## config.mk

```make
export PLATFORM = sky130hd
export DESIGN_NAME = motor_uart_tx
export DESIGN_NICKNAME = d
export VERILOG_FILES = /design/src/rtl/motor_uart_tx.sv
export SDC_FILE = /design/constraint.sdc
export NUM_CORES = 1
export LEC_CHECK = 0
export BUFFER_PORTS_ARGS = -buffer_cell sky130_fd_sc_hd__clkbuf_2
export CAP_MARGIN = 15
export CORE_UTILIZATION = 45
export CTS_CLUSTER_DIAMETER = 150
export CTS_CLUSTER_SIZE = 20
export DETAILED_ROUTE_END_ITERATION = 16
export GPL_TIMING_DRIVEN = 0
export SLEW_MARGIN = 30
export SYNTH_ARGS = -nofsm -noshare
export SYNTH_HDL_FRONTEND = slang
export SYNTH_SLANG_ARGS = --single-unit
```

## constraint.sdc

```tcl
create_clock -name CLK -period 6 [get_ports CLK]
set_input_delay 0.6 -clock CLK [delete_from_list [all_inputs] [get_ports CLK]]
set_output_delay 0.6 -clock CLK [all_outputs]
set_load 0.03 [all_outputs]
```

## src/rtl/motor_uart_tx.sv

```systemverilog
// 8N1 UART transmitter with a 4-entry byte FIFO for the motor telemetry link.
// Define MOTOR_UART_TX_PARITY_EN to add an even-parity bit between D7 and stop.
module motor_uart_tx #(
  parameter int unsigned CLKS_PER_BIT = 400
) (
  input  logic       CLK,
  input  logic       RST,
  input  logic       Wr_En,
  input  logic [7:0] Data_In,
  output logic       Full,
  output logic       Empty,
  output logic       Busy,
  output logic       Ovf,
  output logic       TX
);

  typedef enum logic [2:0] {
    S_IDLE,
    S_START,
    S_DATA,
`ifdef MOTOR_UART_TX_PARITY_EN
    S_PAR,
`endif
    S_STOP
  } state_t;

  localparam logic [15:0] BAUD_LAST = 16'(CLKS_PER_BIT - 1);

  state_t      state_q, state_d;
  logic [7:0]  fifo_q [4];
  logic [7:0]  fifo_d [4];
  logic [1:0]  wr_ptr_q, wr_ptr_d;
  logic [1:0]  rd_ptr_q, rd_ptr_d;
  logic [2:0]  count_q, count_d;
  logic        full_q, full_d;
  logic        empty_q, empty_d;
  logic        ovf_q, ovf_d;
  logic        busy_q, busy_d;
  logic        tx_q, tx_d;
  logic [15:0] baud_q, baud_d;
  logic [2:0]  bit_idx_q, bit_idx_d;
  logic [7:0]  shift_q, shift_d;
`ifdef MOTOR_UART_TX_PARITY_EN
  logic        par_q, par_d;
`endif

  logic       push;
  logic       pop;
  logic       baud_end;
  logic [7:0] head;

  assign head     = fifo_q[rd_ptr_q];
  assign baud_end = (baud_q == BAUD_LAST);

  always_comb begin
    state_d   = state_q;
    fifo_d    = fifo_q;
    wr_ptr_d  = wr_ptr_q;
    rd_ptr_d  = rd_ptr_q;
    ovf_d     = ovf_q;
    tx_d      = tx_q;
    baud_d    = baud_q;
    bit_idx_d = bit_idx_q;
    shift_d   = shift_q;
`ifdef MOTOR_UART_TX_PARITY_EN
    par_d     = par_q;
`endif
    push      = Wr_En && !full_q;
    pop       = 1'b0;

    unique case (state_q)
      S_IDLE: begin
        tx_d = 1'b1;
        if (!empty_q) begin
          pop     = 1'b1;
          shift_d = head;
          baud_d  = '0;
          tx_d    = 1'b0;
          state_d = S_START;
`ifdef MOTOR_UART_TX_PARITY_EN
          par_d   = ^head;
`endif
        end
      end
      S_START: begin
        if (baud_end) begin
          baud_d    = '0;
          tx_d      = shift_q[0];
          bit_idx_d = '0;
          state_d   = S_DATA;
        end else begin
          baud_d = baud_q + 16'd1;
        end
      end
      S_DATA: begin
        if (baud_end) begin
          baud_d = '0;
          if (bit_idx_q == 3'd7) begin
`ifdef MOTOR_UART_TX_PARITY_EN
            tx_d    = par_q;
            state_d = S_PAR;
`else
            tx_d    = 1'b1;
            state_d = S_STOP;
`endif
          end else begin
            shift_d   = shift_q >> 1;
            tx_d      = shift_q[1];
            bit_idx_d = bit_idx_q + 3'd1;
          end
        end else begin
          baud_d = baud_q + 16'd1;
        end
      end
`ifdef MOTOR_UART_TX_PARITY_EN
      S_PAR: begin
        if (baud_end) begin
          baud_d  = '0;
          tx_d    = 1'b1;
          state_d = S_STOP;
        end else begin
          baud_d = baud_q + 16'd1;
        end
      end
`endif
      S_STOP: begin
        if (baud_end) begin
          baud_d = '0;
          // chain straight into the next start bit when data is waiting
          if (!empty_q) begin
            pop     = 1'b1;
            shift_d = head;
            tx_d    = 1'b0;
            state_d = S_START;
`ifdef MOTOR_UART_TX_PARITY_EN
            par_d   = ^head;
`endif
          end else begin
            tx_d    = 1'b1;
            state_d = S_IDLE;
          end
        end else begin
          baud_d = baud_q + 16'd1;
        end
      end
      default: begin
        tx_d    = 1'b1;
        state_d = S_IDLE;
      end
    endcase

    if (push) begin
      fifo_d[wr_ptr_q] = Data_In;
      wr_ptr_d         = wr_ptr_q + 2'd1;
    end
    if (pop) begin
      rd_ptr_d = rd_ptr_q + 2'd1;
    end
    if (Wr_En && full_q) begin
      ovf_d = 1'b1;
    end

    count_d = count_q + {2'b00, push} - {2'b00, pop};
    full_d  = (count_d == 3'd4);
    empty_d = (count_d == 3'd0);
    busy_d  = (state_d != S_IDLE);
  end

  always_ff @(posedge CLK) begin
    if (RST) begin
      state_q   <= S_IDLE;
      wr_ptr_q  <= '0;
      rd_ptr_q  <= '0;
      count_q   <= '0;
      full_q    <= 1'b0;
      empty_q   <= 1'b1;
      ovf_q     <= 1'b0;
      busy_q    <= 1'b0;
      tx_q      <= 1'b1;
      baud_q    <= '0;
      bit_idx_q <= '0;
      shift_q   <= '0;
`ifdef MOTOR_UART_TX_PARITY_EN
      par_q     <= 1'b0;
`endif
    end else begin
      state_q   <= state_d;
      fifo_q    <= fifo_d;
      wr_ptr_q  <= wr_ptr_d;
      rd_ptr_q  <= rd_ptr_d;
      count_q   <= count_d;
      full_q    <= full_d;
      empty_q   <= empty_d;
      ovf_q     <= ovf_d;
      busy_q    <= busy_d;
      tx_q      <= tx_d;
      baud_q    <= baud_d;
      bit_idx_q <= bit_idx_d;
      shift_q   <= shift_d;
`ifdef MOTOR_UART_TX_PARITY_EN
      par_q     <= par_d;
`endif
    end
  end

  assign Full  = full_q;
  assign Empty = empty_q;
  assign Busy  = busy_q;
  assign Ovf   = ovf_q;
  assign TX    = tx_q;

endmodule

```

== Yosys cells after proc, flatten, opt, wreduce, memory -nomap -nowiden ==
Cells that the tools add are included.
Operators by class
  reductions and logical operators: 16
  bitwise operators: 3
  order comparisons: 3
  equality and inequality tests: 11
  add/sub/neg operators: 6
  multiplexer cells: 34
Operators by type and width (number)
  8-bit 2-to-1 mux: 7
  32-bit bitwise mux: 1
  16-bit 2-to-1 mux: 2
  16-bit case mux with 2 select lines: 1
  3-bit 2-to-1 mux: 8
  8-bit case mux with 3 select lines: 1
  16-bit by 1-bit adder with 16-bit output (second input constant): 1
  8-bit binary-select mux with 2-bit select: 1
  8-bit demux with 2-bit select: 1
  16-bit by 9-bit equality test with 1-bit output (second input constant): 1
  3-bit case mux with 4 select lines: 1
  2-bit inequality test (second input constant): 5
  1-bit 2-to-1 mux: 8
  4-bit AND reduction: 2
  3-bit by 2-bit equality test with 1-bit output (second input constant): 2
  3-bit equality test (second input constant): 2
  3-bit >= comparator (second input constant): 2
  3-bit logical NOT: 2
  2-bit inverter with 3-bit output: 2
  3-bit case mux with 2 select lines: 1
  3-bit nonzero test: 2
  2-bit by 1-bit adder with 2-bit output (second input constant): 2
  1-bit case mux with 4 select lines: 1
  2-bit AND reduction: 2
  other kinds (12): 15
Storage, ports and cells
  logic and storage cells: 89
  register bits: 74
  output and inout port bits: 5
  bits of input ports: 11

== Logic depth before layout (Yosys ltp) ==
Gate-level depths: netlist (run 1).
  word-level depth: 7
  mapped depth: 14

== Worst setup path after synthesis (run 1) ==
No wires, ideal clock.
  path type: flip-flop to flip-flop
  from: register baud_q[0]
  to: register full_q, in the netlist Full
  setup time: 0.115 ns
  stages on the path, launching flop included: 15
  path buffers: 0
  data required time: 5.885 ns
  arrival time: 3.041 ns
  clock period less this slack: 3.156 ns
  slack: 2.844 ns
  cells stage by stage: dfxtp_1 > ha_1 > or4b_2 > nor4_4 > a21oi_1 > nor3_1 > ha_1 > inv_1 > ha_1 > inv_1 > fa_1 > xor2_1 > xnor2_1 > nor2_1 > and3_1
On the way
  word-level cells in the longest chain between the ends: 5
RTL lines
  start: declaration: RTL line 40  | logic [15:0] baud_q, baud_d;
  start signal: assignment: RTL line 197  | baud_q <= baud_d;
  16-bit by 9-bit equality test with 1-bit output: RTL line 53  | assign baud_end = (baud_q == BAUD_LAST);
  1-bit 2-to-1 mux: RTL line 127  | if (baud_end) begin
  1-bit case mux with 2 select lines: RTL line 71  | unique case (state_q)
  net pop: RTL line 48  | logic pop;
  3-bit by 1-bit subtractor with 3-bit output: RTL line 163  | count_d = count_q + {2'b00, push} - {2'b00, pop};
  3-bit equality test: RTL line 164  | full_d = (count_d == 3'd4);
  end signal: assignment: RTL line 192  | full_q <= full_d;
  end: declaration: RTL line 35  | logic full_q, full_d;
The timed path passes the listed nets, and every way through them passes these cells.
A chain may end at the register's enable or synchronous reset.

== Final worst setup path (run 1) ==
Ends and elaborated chain as after synthesis.

==> impl_metrics.py, run 1 <==
metrics = {
    "status": {
        "status": "finished clean",
    },
    "finish": {
        "areaGrowthSynthToFinish_pct": 11.0,
        "final_layout_size_suffix_gt1_frac": 0.175,
        "fin_area_um2": 3720,
        "multi_input_area_um2": 1480,
        "fillCellCount": 674,
        "diodes": 0,
        "layoutNonFillerInstCount": 424,
        "final_nets": 341,
        "regArea_um2": 1800,
    },
    "floorplanning": {
        "rows": 31,
        "pin_count": 16,
        "start_util": 0.465,
        "core_um2": 7210,
        "fp.dieW_um": 88.4,
        "die_h_um": 88.4,
        "dieArea_um2": 7810,
    },
    "routing": {
        "drtIter0Drc": 85,
        "vias": 2270,
        "vias_per_cell": 5.35,
        "routedWlPerCell_um": 15.1,
        "wl_um": 6390,
        "drc": 0,
        "ant_nets": 0,
        "dr.pass1.iters": 4,
    },
    "job": {
        "cap_violations": 0,
    },
    "placement": {
        "post_dp_cell_area_um2": 3550,
        "post-place-cells": 408,
        "port_buffers": 14,
        "dp_hpwl_um": 4310,
        "gp_congestion": 0.821,
    },
    "clock_network": {
        "cts.sinks": 74,
        "clkLatencyLatePin_ps": 350,
        "clockRootBuffer": "clkbuf_8",
        "cts_setup_buffers": 0,
        "clockBufferDepth": 2,
        "cts_tree": "built",
        "cts_buffers": 9,
        "h-tree-depth": 3,
        "cts_hold_buffers": 0,
        "cts_resized": 0,
        "path_clk_slew_ps": 90,
    },
    "synthesis": {
        "synth_area_um2": 3360,
        "yosys_warnings": 0,
        "ys_types": 52,
        "synth-edff-count": 32,
        "yosysSeqAreaShare": 0.537,
        "syn_inst": 295,
        "syn-num-nets": 316,
        "synthFlopType": "dfxtp_1",
        "ys_ff_latch": 74,
        "synth_async_sr_flop_share": 0,
        "syn_avg_cell_area_um2": 11.4,
    },
    "setup_path": {
        "r2r-start": "baud_q[0]",
        "worstPathArrival_ps": 3800,
        "required_ps": 6240,
        "path_cells": "ha_1, or4b_2, nor4_4, a21oi_1, nor3_1, ha_1, inv_1, ha_1, inv_1, fa_1, xor2_1, xnor2_1, nor2_1, and3_1",
        "crit_path_start": "baud_q[0]",
        "path_class": "reg -> reg",
        "end_kind": "flop",
        "start_kind": "flop",
        "cp_max_fo": 6,
        "worst_path_max_delay_cell": "or4b_2",
        "slowest_delay_ps": 630,
        "critPathMostFrequentCell": "ha_1",
    },
    "global_routing": {
        "grt_antenna_before_repair": 0,
        "grt_usage": 0.177,
        "grt_overflow_total": 0,
        "first_global_vias": 2031,
        "grt_start_max_net_pins": 15,
        "grt_pass1_wl_um": 10100,
    },
    "power_and_ir_drop": {
        "ir_worst_vdd_mv": 0.146,
        "p_per_area_nw_per_um2": 333,
        "p_leak_nw": 1.31,
        "power_mw": 1.24,
    },
    "sta": {
        "hold_ws_ps": 460,
        "finalMaxSlewViolations": 0,
        "finalSetupViolCount": 0,
        "fin_crit_ps": 3550,
        "fin_tns_setup_ps": 0,
        "hold_viol_final": 0,
        "relSlewSlack": 0.452,
        "tightest_slew_ps": 818,
        "grt_setup_unrepaired": "no",
        "max_clock_freq_ghz": 0.281,
        "fin_skew_ps": 11.1,
        "fin_crit_sh": 0.592,
    },
    "worst_hold_path": {
        "holdCritStartpoint": "Data_In[6]",
        "hold_path.class": "in -> reg",
    },
}
power by group:
part / internal (mW) / total (mW) / switching [mW]
Clock: 0.151 / 0.355 / 0.204
Sequential: 0.581 / 0.610 / 0.0293
Combinational: 0.117 / 0.277 / 0.160
Total: 0.849 / 1.24 / 0.393
logic make-up after synthesis:
family,after synthesis,synth area share
simple gates,110,0.184
flops,74,0.537
compound gates,47,0.0873
mux,25,0.107
buf+inv,20,0.0227
fa+ha+maj,10,0.0395
xor+xnor,8,0.0209
other cells,1,0.00112
sequential cells by signal, indices dropped and copies added, names as in the netlist, 2 cells and up:
name	count
fifo_q	32
baud_q	16
shift_q	8
bit_idx_q	3
count_q	3
state_q	3
rd_ptr_q	2
wr_ptr_q	2
through the flow:
stage	util	setup WS, ps
2_1_floorplan	-	2840
3_3_place_gp	0.492	2430
3_5_place_dp	0.492	2450
4_1_cts	0.516	2440
5_1_grt	0.516	2170
6_report	0.516	2450
critical path: cells and delay by family (launching register included):
family                     cells  cell delay, ps
buffers and inverters          2              90
adders and majority gates      4            1020
DFF                            1             410
AOI/OAI and AO/OA              1             210
xor gates and xnor gates       2             300
and+or+nand+nor                5            1410
per-layer routing:
metal,GRT usage,up-vias,part of all wire
li1,-,1148,-
met1,0.231,1082,0.49
met2,0.283,30,0.47
met3,0.0485,10,0.025
met4,0.0645,0,0.014
met5,0,-,0
cells in the final DEF (no fill, tap or decap), drive strengths merged, types with 5 or more instances in the layout:
master	n
a21oi	19
and2	6
clkbuf	32
dfxtp	42
edfxtp	32
ha	9
inv	9
mux2	8
mux2i	9
mux4	8
nand2	17
nand3	7
nand4	5
nor2	28
nor2b	6
nor3	10
nor4	6
o21ai	9
or3	7
Yosys cell counts, types with 8 or more instances:
library cell / number / share of area
a21oi_1: 18 / 0.027
mux4_2: 8 / 0.054
ha_1: 9 / 0.034
o21ai_0: 9 / 0.013
clkbuf_1: 9 / 0.010
nor2_1: 28 / 0.031
edfxtp_1: 32 / 0.29
nor3_1: 10 / 0.015
mux2i_1: 9 / 0.027
nand2_1: 17 / 0.019
dfxtp_1: 42 / 0.25
mux2_2: 8 / 0.027
final timing paths:
path | end | slack [ps] | cells after the start
worst max-delay path | Full | 2450 | 14
worst min-delay path | fifo_q[14] | 460 | 1
worst max register to register | Full | 2450 | 14
worst min register to register | bit_idx_q[1] | 460 | 2
area by class of cell:
class | count | area share
inverters | 7 | 0.00705
repair buffers | 14 | 0.0188
flip-flops and latches | 74 | 0.484
plain buffers | 13 | 0.0134
well taps | 99 | 0.0333
clock buffers | 9 | 0.0333
clock inverters | 7 | 0.0138
multi-input cells | 201 | 0.397
Power figures use the tool's default switching activity.
==> run 2: changes to the inputs <==
==> constraint.sdc (replaced) <==
create_clock -name CLK -period 3.2 [get_ports CLK]
set_input_delay 0.32 -clock CLK [delete_from_list [all_inputs] [get_ports CLK]]
set_output_delay 0.32 -clock CLK [all_outputs]
set_load 0.03 [all_outputs]
==> run 2 against run 1 <==
Against the previous run: utilization increased by 1.7 points; non-clock buffer count up 9; register-to-register slack got worse by 2300 ps; final cell count up 2.1%; worst hold slack got worse by 280 ps; design area rose by 3.4%; first-iteration DRC count is 1.2% lower; largest power group unchanged.
==> impl_metrics.py, run 2 (synthesized netlist as in run 1, its figures left out) <==
metrics = {
    "finish": {
        "final_common_cell": "dfxtp_1",
        "regArea_um2": 1810,
        "max_flop_register": "fifo_q",
        "areaGrowthSynthToFinish_pct": 14.7,
        "diodes": 0,
        "multi_input_area_um2": 1520,
        "layout_common_cells": "dfxtp_1, edfxtp_1, nor2_1",
        "reg_top3": "fifo_q x32, baud_q x16, shift_q x8",
        "final_nets": 350,
        "largest_reg_flops": 32,
        "final_layout_size_suffix_gt1_frac": 0.228,
        "fillCellCount": 660,
        "post-route-util": 0.534,
    },
    "routing": {
        "wl_um": 6540,
        "drc": 0,
        "vias_per_cell": 5.38,
        "ant_nets": 0,
        "drtIter0Drc": 84,
        "dr.pass1.iters": 4,
        "vias": 2330,
        "routedWlPerCell_um": 15.1,
    },
    "power_and_ir_drop": {
        "p_per_area_nw_per_um2": 615,
        "power_frac_seq": 0.482,
        "p_leak_nw": 1.36,
        "p_switching_uw": 753,
        "power_mw": 2.37,
        "combPwrFrac": 0.238,
        "switching_share": 0.318,
        "ir_worst_vdd_mv": 0.274,
        "internal_power_mw": 1.62,
        "power_frac_clock": 0.280,
    },
    "global_routing": {
        "first_global_vias": 2072,
        "grt_antenna_before_repair": 0,
        "grt_start_max_net_pins": 15,
        "grt_usage": 0.180,
        "grt_overflow_total": 0,
        "grt_pass1_wl_um": 10300,
    },
    "worst_hold_path": {
        "hold_depth": 1,
        "hold_path.class": "in -> reg",
    },
    "setup_path": {
        "worstPathArrival_ps": 3290,
        "worst_path_max_delay_cell": "or4_4",
        "path_class": "reg -> reg",
        "cp_num_cells": 13,
        "end_kind": "flop",
        "cp_top_family": "simple AND/OR/NAND/NOR gates",
        "critPathBufInv": 2,
        "slowest_delay_ps": 550,
        "required_ps": 3440,
        "path_cells": "or4_4, nor4_4, a21oi_4, nor3_4, ha_1, inv_1, ha_1, inv_1, fa_2, xor2_1, xnor2_1, nor2_2, and3_1",
        "ff2ff_path_depth": 13,
        "start_kind": "flop",
        "cp_max_fo": 4,
    },
    "floorplanning": {
        "pin_count": 16,
        "die_h_um": 88.4,
        "fp.dieW_um": 88.4,
        "core_um2": 7210,
        "start_util": 0.465,
        "dieArea_um2": 7810,
        "rows": 31,
    },
    "sta": {
        "fin_skew_ps": 13.3,
        "finalSetupViolCount": 0,
        "hold_viol_final": 0,
        "finalMaxSlewViolations": 0,
        "fin_crit_sh": 0.953,
        "tightest_slew_ps": 809,
        "max_clock_freq_ghz": 0.328,
        "fin_crit_ps": 3050,
        "grt_setup_unrepaired": "yes",
        "hold_ws_ps": 183,
        "relSlewSlack": 0.458,
    },
    "placement": {
        "port_buffers": 14,
        "dp_hpwl_um": 4310,
        "gp_congestion": 0.821,
    },
    "job": {
        "cap_violations": 0,
    },
    "clock_network": {
        "cts.sinks": 74,
        "cts_tree": "built",
        "clockRootBuffer": "clkbuf_8",
        "h-tree-depth": 3,
        "cts_buffers": 9,
        "path_clk_slew_ps": 90,
        "clockBufferDepth": 2,
        "clkLatencyLatePin_ps": 350,
    },
    "status": {
        "status": "finished clean",
    },
}
==> run 2: through the flow <==
stage	setup WS, ps	area [um^2]	cells	setup TNS [ps]
6_report	150	3850	433	0
5_1_grt	-50.0	3850	433	-108
4_1_cts	8.58	3790	429	0
3_5_place_dp	-346	3550	408	-883
3_3_place_gp	-372	3550	408	-966
2_1_floorplan	43.8	3360	295	0
==> run 2: cell type report <==
cell class              instances  share of cell area
plain buffers                  12              0.0120
clock buffers                   9              0.0322
clock inverters                 7              0.0133
inverters                       7             0.00682
multi-input cells             201               0.395
flip-flops and latches         74               0.471
well taps                      99              0.0322
repair buffers                 24              0.0377
==> run 2: per-layer routing <==
| metal | up-vias | GRT usage | wire length, um |
|---|---|---|---|
| met3 | 10 | 0.0485 | 194 |
| met5 | - | 0 | 0 |
| li1 | 1165 | - | - |
| met2 | 30 | 0.292 | 3130 |
| met1 | 1125 | 0.232 | 3150 |
| met4 | 0 | 0.0645 | 78 |
==> run 2: final timing paths <==
path | to | slack (ps) | start
hold / removal | fifo_q[0] | 180 | Data_In[0]
hold reg to reg | bit_idx_q[1] | 460 | bit_idx_q[1]
setup / recovery | Full | 150 | baud_q[12]
setup reg to reg | Full | 150 | baud_q[12]
==> run 2: power groups by stage <==
stage                     logic, mW  clock network [mW]  registers [mW]
after floorplan               0.366                   0            1.19
after global placement        0.518                   0            1.16
after detailed placement      0.523                   0            1.17
after CTS                     0.549               0.676            1.14
after global routing          0.634               0.716            1.15
final                         0.564               0.662            1.14
==> run 2: timing repair <==
| action | 4_1_cts | 5_1_grt |
|---|---|---|
| gates resized for setup | 9 | 6 |
| pin swaps | 7 | 8 |
| buffers inserted | 5 | 5 |
| hold buffers | 0 | 0 |
| endpoints found under the setup margin | 4 | 3 |
==> run 3: changes to the inputs <==
--- a/config.mk
+++ b/config.mk
@@ -5,12 +5,12 @@
 export SDC_FILE = /design/constraint.sdc
 export NUM_CORES = 1
 export LEC_CHECK = 0
-export BUFFER_PORTS_ARGS = -buffer_cell sky130_fd_sc_hd__clkbuf_2
 export CAP_MARGIN = 15
 export CORE_UTILIZATION = 45
 export CTS_CLUSTER_DIAMETER = 150
 export CTS_CLUSTER_SIZE = 20
 export DETAILED_ROUTE_END_ITERATION = 16
+export DONT_BUFFER_PORTS = 1
 export GPL_TIMING_DRIVEN = 0
 export SLEW_MARGIN = 30
 export SYNTH_ARGS = -nofsm -noshare
==> constraint.sdc (replaced) <==
create_clock -name CLK -period 3.2 [get_ports CLK]
set_input_delay 0.64 -clock CLK [delete_from_list [all_inputs] [get_ports CLK]]
set_output_delay 0.64 -clock CLK [all_outputs]
set_load 0.03 [all_outputs]
==> run 3 against run 2 <==
Against the previous run: clock power is 15% higher; routed wire length is 3.1% lower; sequential power is 4% higher; largest power group unchanged; total power is 3.0% higher; critical endpoint unchanged; largest cell class unchanged; highest routed layer unchanged.
==> impl_metrics.py, run 3 (synthesized netlist as in run 1, its figures left out) <==
metrics = {
    "sta": {
        "fin_skew_ps": 14.5,
        "finalSetupViolCount": 0,
        "fin_tns_setup_ps": 0,
        "fin_crit_sh": 0.957,
        "final.setup.worst_slack_ps": 139,
        "grt_setup_unrepaired": "yes",
        "finalMaxSlewViolations": 0,
        "relSlewSlack": 0.484,
        "hold_viol_final": 0,
        "max_clock_freq_ghz": 0.327,
        "fin_crit_ps": 3060,
        "hold_ws_ps": 371,
        "tightest_slew_ps": 772,
    },
    "finish": {
        "diodes": 0,
        "fin_area_um2": 3780,
        "areaGrowthSynthToFinish_pct": 12.6,
        "final_common_cell": "dfxtp_1",
        "post-route-util": 0.524,
        "largest_reg_flops": 32,
        "reg_top3": "fifo_q x32, baud_q x16, shift_q x8",
        "final_nets": 333,
        "layout_common_cells": "dfxtp_1, edfxtp_1, nor2_1",
        "fillCellCount": 669,
        "max_flop_register": "fifo_q",
        "final_layout_size_suffix_gt1_frac": 0.189,
        "layoutNonFillerInstCount": 416,
    },
    "setup_path": {
        "worstPathArrival_ps": 3350,
        "end_kind": "flop",
        "r2r-start": "baud_q[10]",
        "ff2ff_path_depth": 13,
        "path_cells": "or4_4, nor4_4, a21oi_2, nor3_2, ha_1, inv_1, ha_1, inv_1, fa_2, xor2_2, xnor2_1, nor2_1, and3_1",
        "critPathBufInv": 2,
        "required_ps": 3490,
        "slowest_delay_ps": 560,
        "reg2reg_to": "Full",
        "cp_max_fo": 6,
        "worst_path_max_delay_cell": "or4_4",
        "start_kind": "flop",
        "path_class": "reg -> reg",
        "cp_top_family": "simple AND/OR/NAND/NOR gates",
        "regToRegSetupSlack_ps": 140,
    },
    "floorplanning": {
        "core_um2": 7210,
        "start_util": 0.465,
        "pin_count": 16,
        "fp.dieW_um": 88.4,
        "die_h_um": 88.4,
        "rows": 31,
        "dieArea_um2": 7810,
    },
    "routing": {
        "vias": 2274,
        "vias_per_cell": 5.47,
        "ant_nets": 0,
        "dr.pass1.iters": 4,
        "drtIter0Drc": 87,
        "drc": 0,
        "wl_um": 6340,
        "routedWlPerCell_um": 15.2,
    },
    "placement": {
        "gp_congestion": 0.798,
        "port_buffers": 0,
        "place_ws_ps": -374,
        "dp_hpwl_um": 4270,
        "post-place-cells": 394,
        "post_dp_cell_area_um2": 3480,
    },
    "worst_hold_path": {
        "hold_path.class": "in -> reg",
        "hold_depth": 0,
        "min_to": "fifo_q[6]",
        "holdCritStartpoint": "Data_In[6]",
    },
    "global_routing": {
        "grt_antenna_before_repair": 0,
        "first_global_vias": 2161,
        "grt_start_max_net_pins": 16,
        "grt_usage": 0.181,
        "grt_pass1_wl_um": 10400,
        "grt_overflow_total": 0,
    },
    "clock_network": {
        "cts.sinks": 74,
        "path_clk_slew_ps": 90,
        "clockBufferDepth": 2,
        "h-tree-depth": 3,
        "cts_tree": "built",
        "clkLatencyLatePin_ps": 360,
        "cts_buffers": 9,
        "clockRootBuffer": "clkbuf_8",
    },
    "status": {
        "status": "finished clean",
    },
    "power_and_ir_drop": {
        "ir_worst_vdd_mv": 0.319,
        "p_per_area_nw_per_um2": 645,
        "power_mw": 2.44,
        "p_leak_nw": 1.32,
    },
    "job": {
        "cap_violations": 0,
    },
}
==> run 3: worst max-delay path by stage <==
stage	startpoint	end	slack, ps	cells after the start
global route	baud_q[10]	Full	-20	13
CTS	baud_q[1]	Full	20	14
global placement	baud_q[0]	Full	-340	14
finish	baud_q[10]	Full	140	13
detailed placement	baud_q[0]	Full	-370	14
floorplan	baud_q[0]	Full	40	14
==> run 3: power breakdown <==
part	leakage (nW)	internal [mW]	total, mW	switching [mW]
sequential	0.635	1.09	1.19	0.0996
combinational	0.576	0.228	0.487	0.259
clock	0.105	0.374	0.764	0.390
==> run 3: what timing repair did <==
action / 4_1_cts / 5_1_grt
gates cloned: 0 / 0
hold endpoints to repair: 0 / 0
hold buffers: 0 / 0
gates resized for setup: 10 / 3
buffers inserted: 6 / 1
pin swaps: 7 / 6
endpoints found under the setup margin: 4 / 3
==> run 3: area by class of cell <==
type                            instances  area, um^2  area share
Inverter                                7        26.3     0.00695
Buffer                                 12        46.3      0.0122
Multi-Input combinational cell        201        1510       0.400
Timing Repair Buffer                    7        52.6      0.0139
Sequential cell                        74        1810       0.479
Clock buffer                            9         124      0.0328
Tap cell                               99         124      0.0328
Clock inverter                          7        82.6      0.0218
==> run 3: per-layer routing <==
layer | up-vias | share of wire | track usage | routed length, um
li1 | 1130 | - | - | -
met1 | 1104 | 0.47 | 0.222 | 2950
met2 | 30 | 0.49 | 0.299 | 3090
met3 | 10 | 0.028 | 0.0485 | 180
met4 | 0 | 0.018 | 0.0865 | 114
met5 | - | 0 | 0 | 0
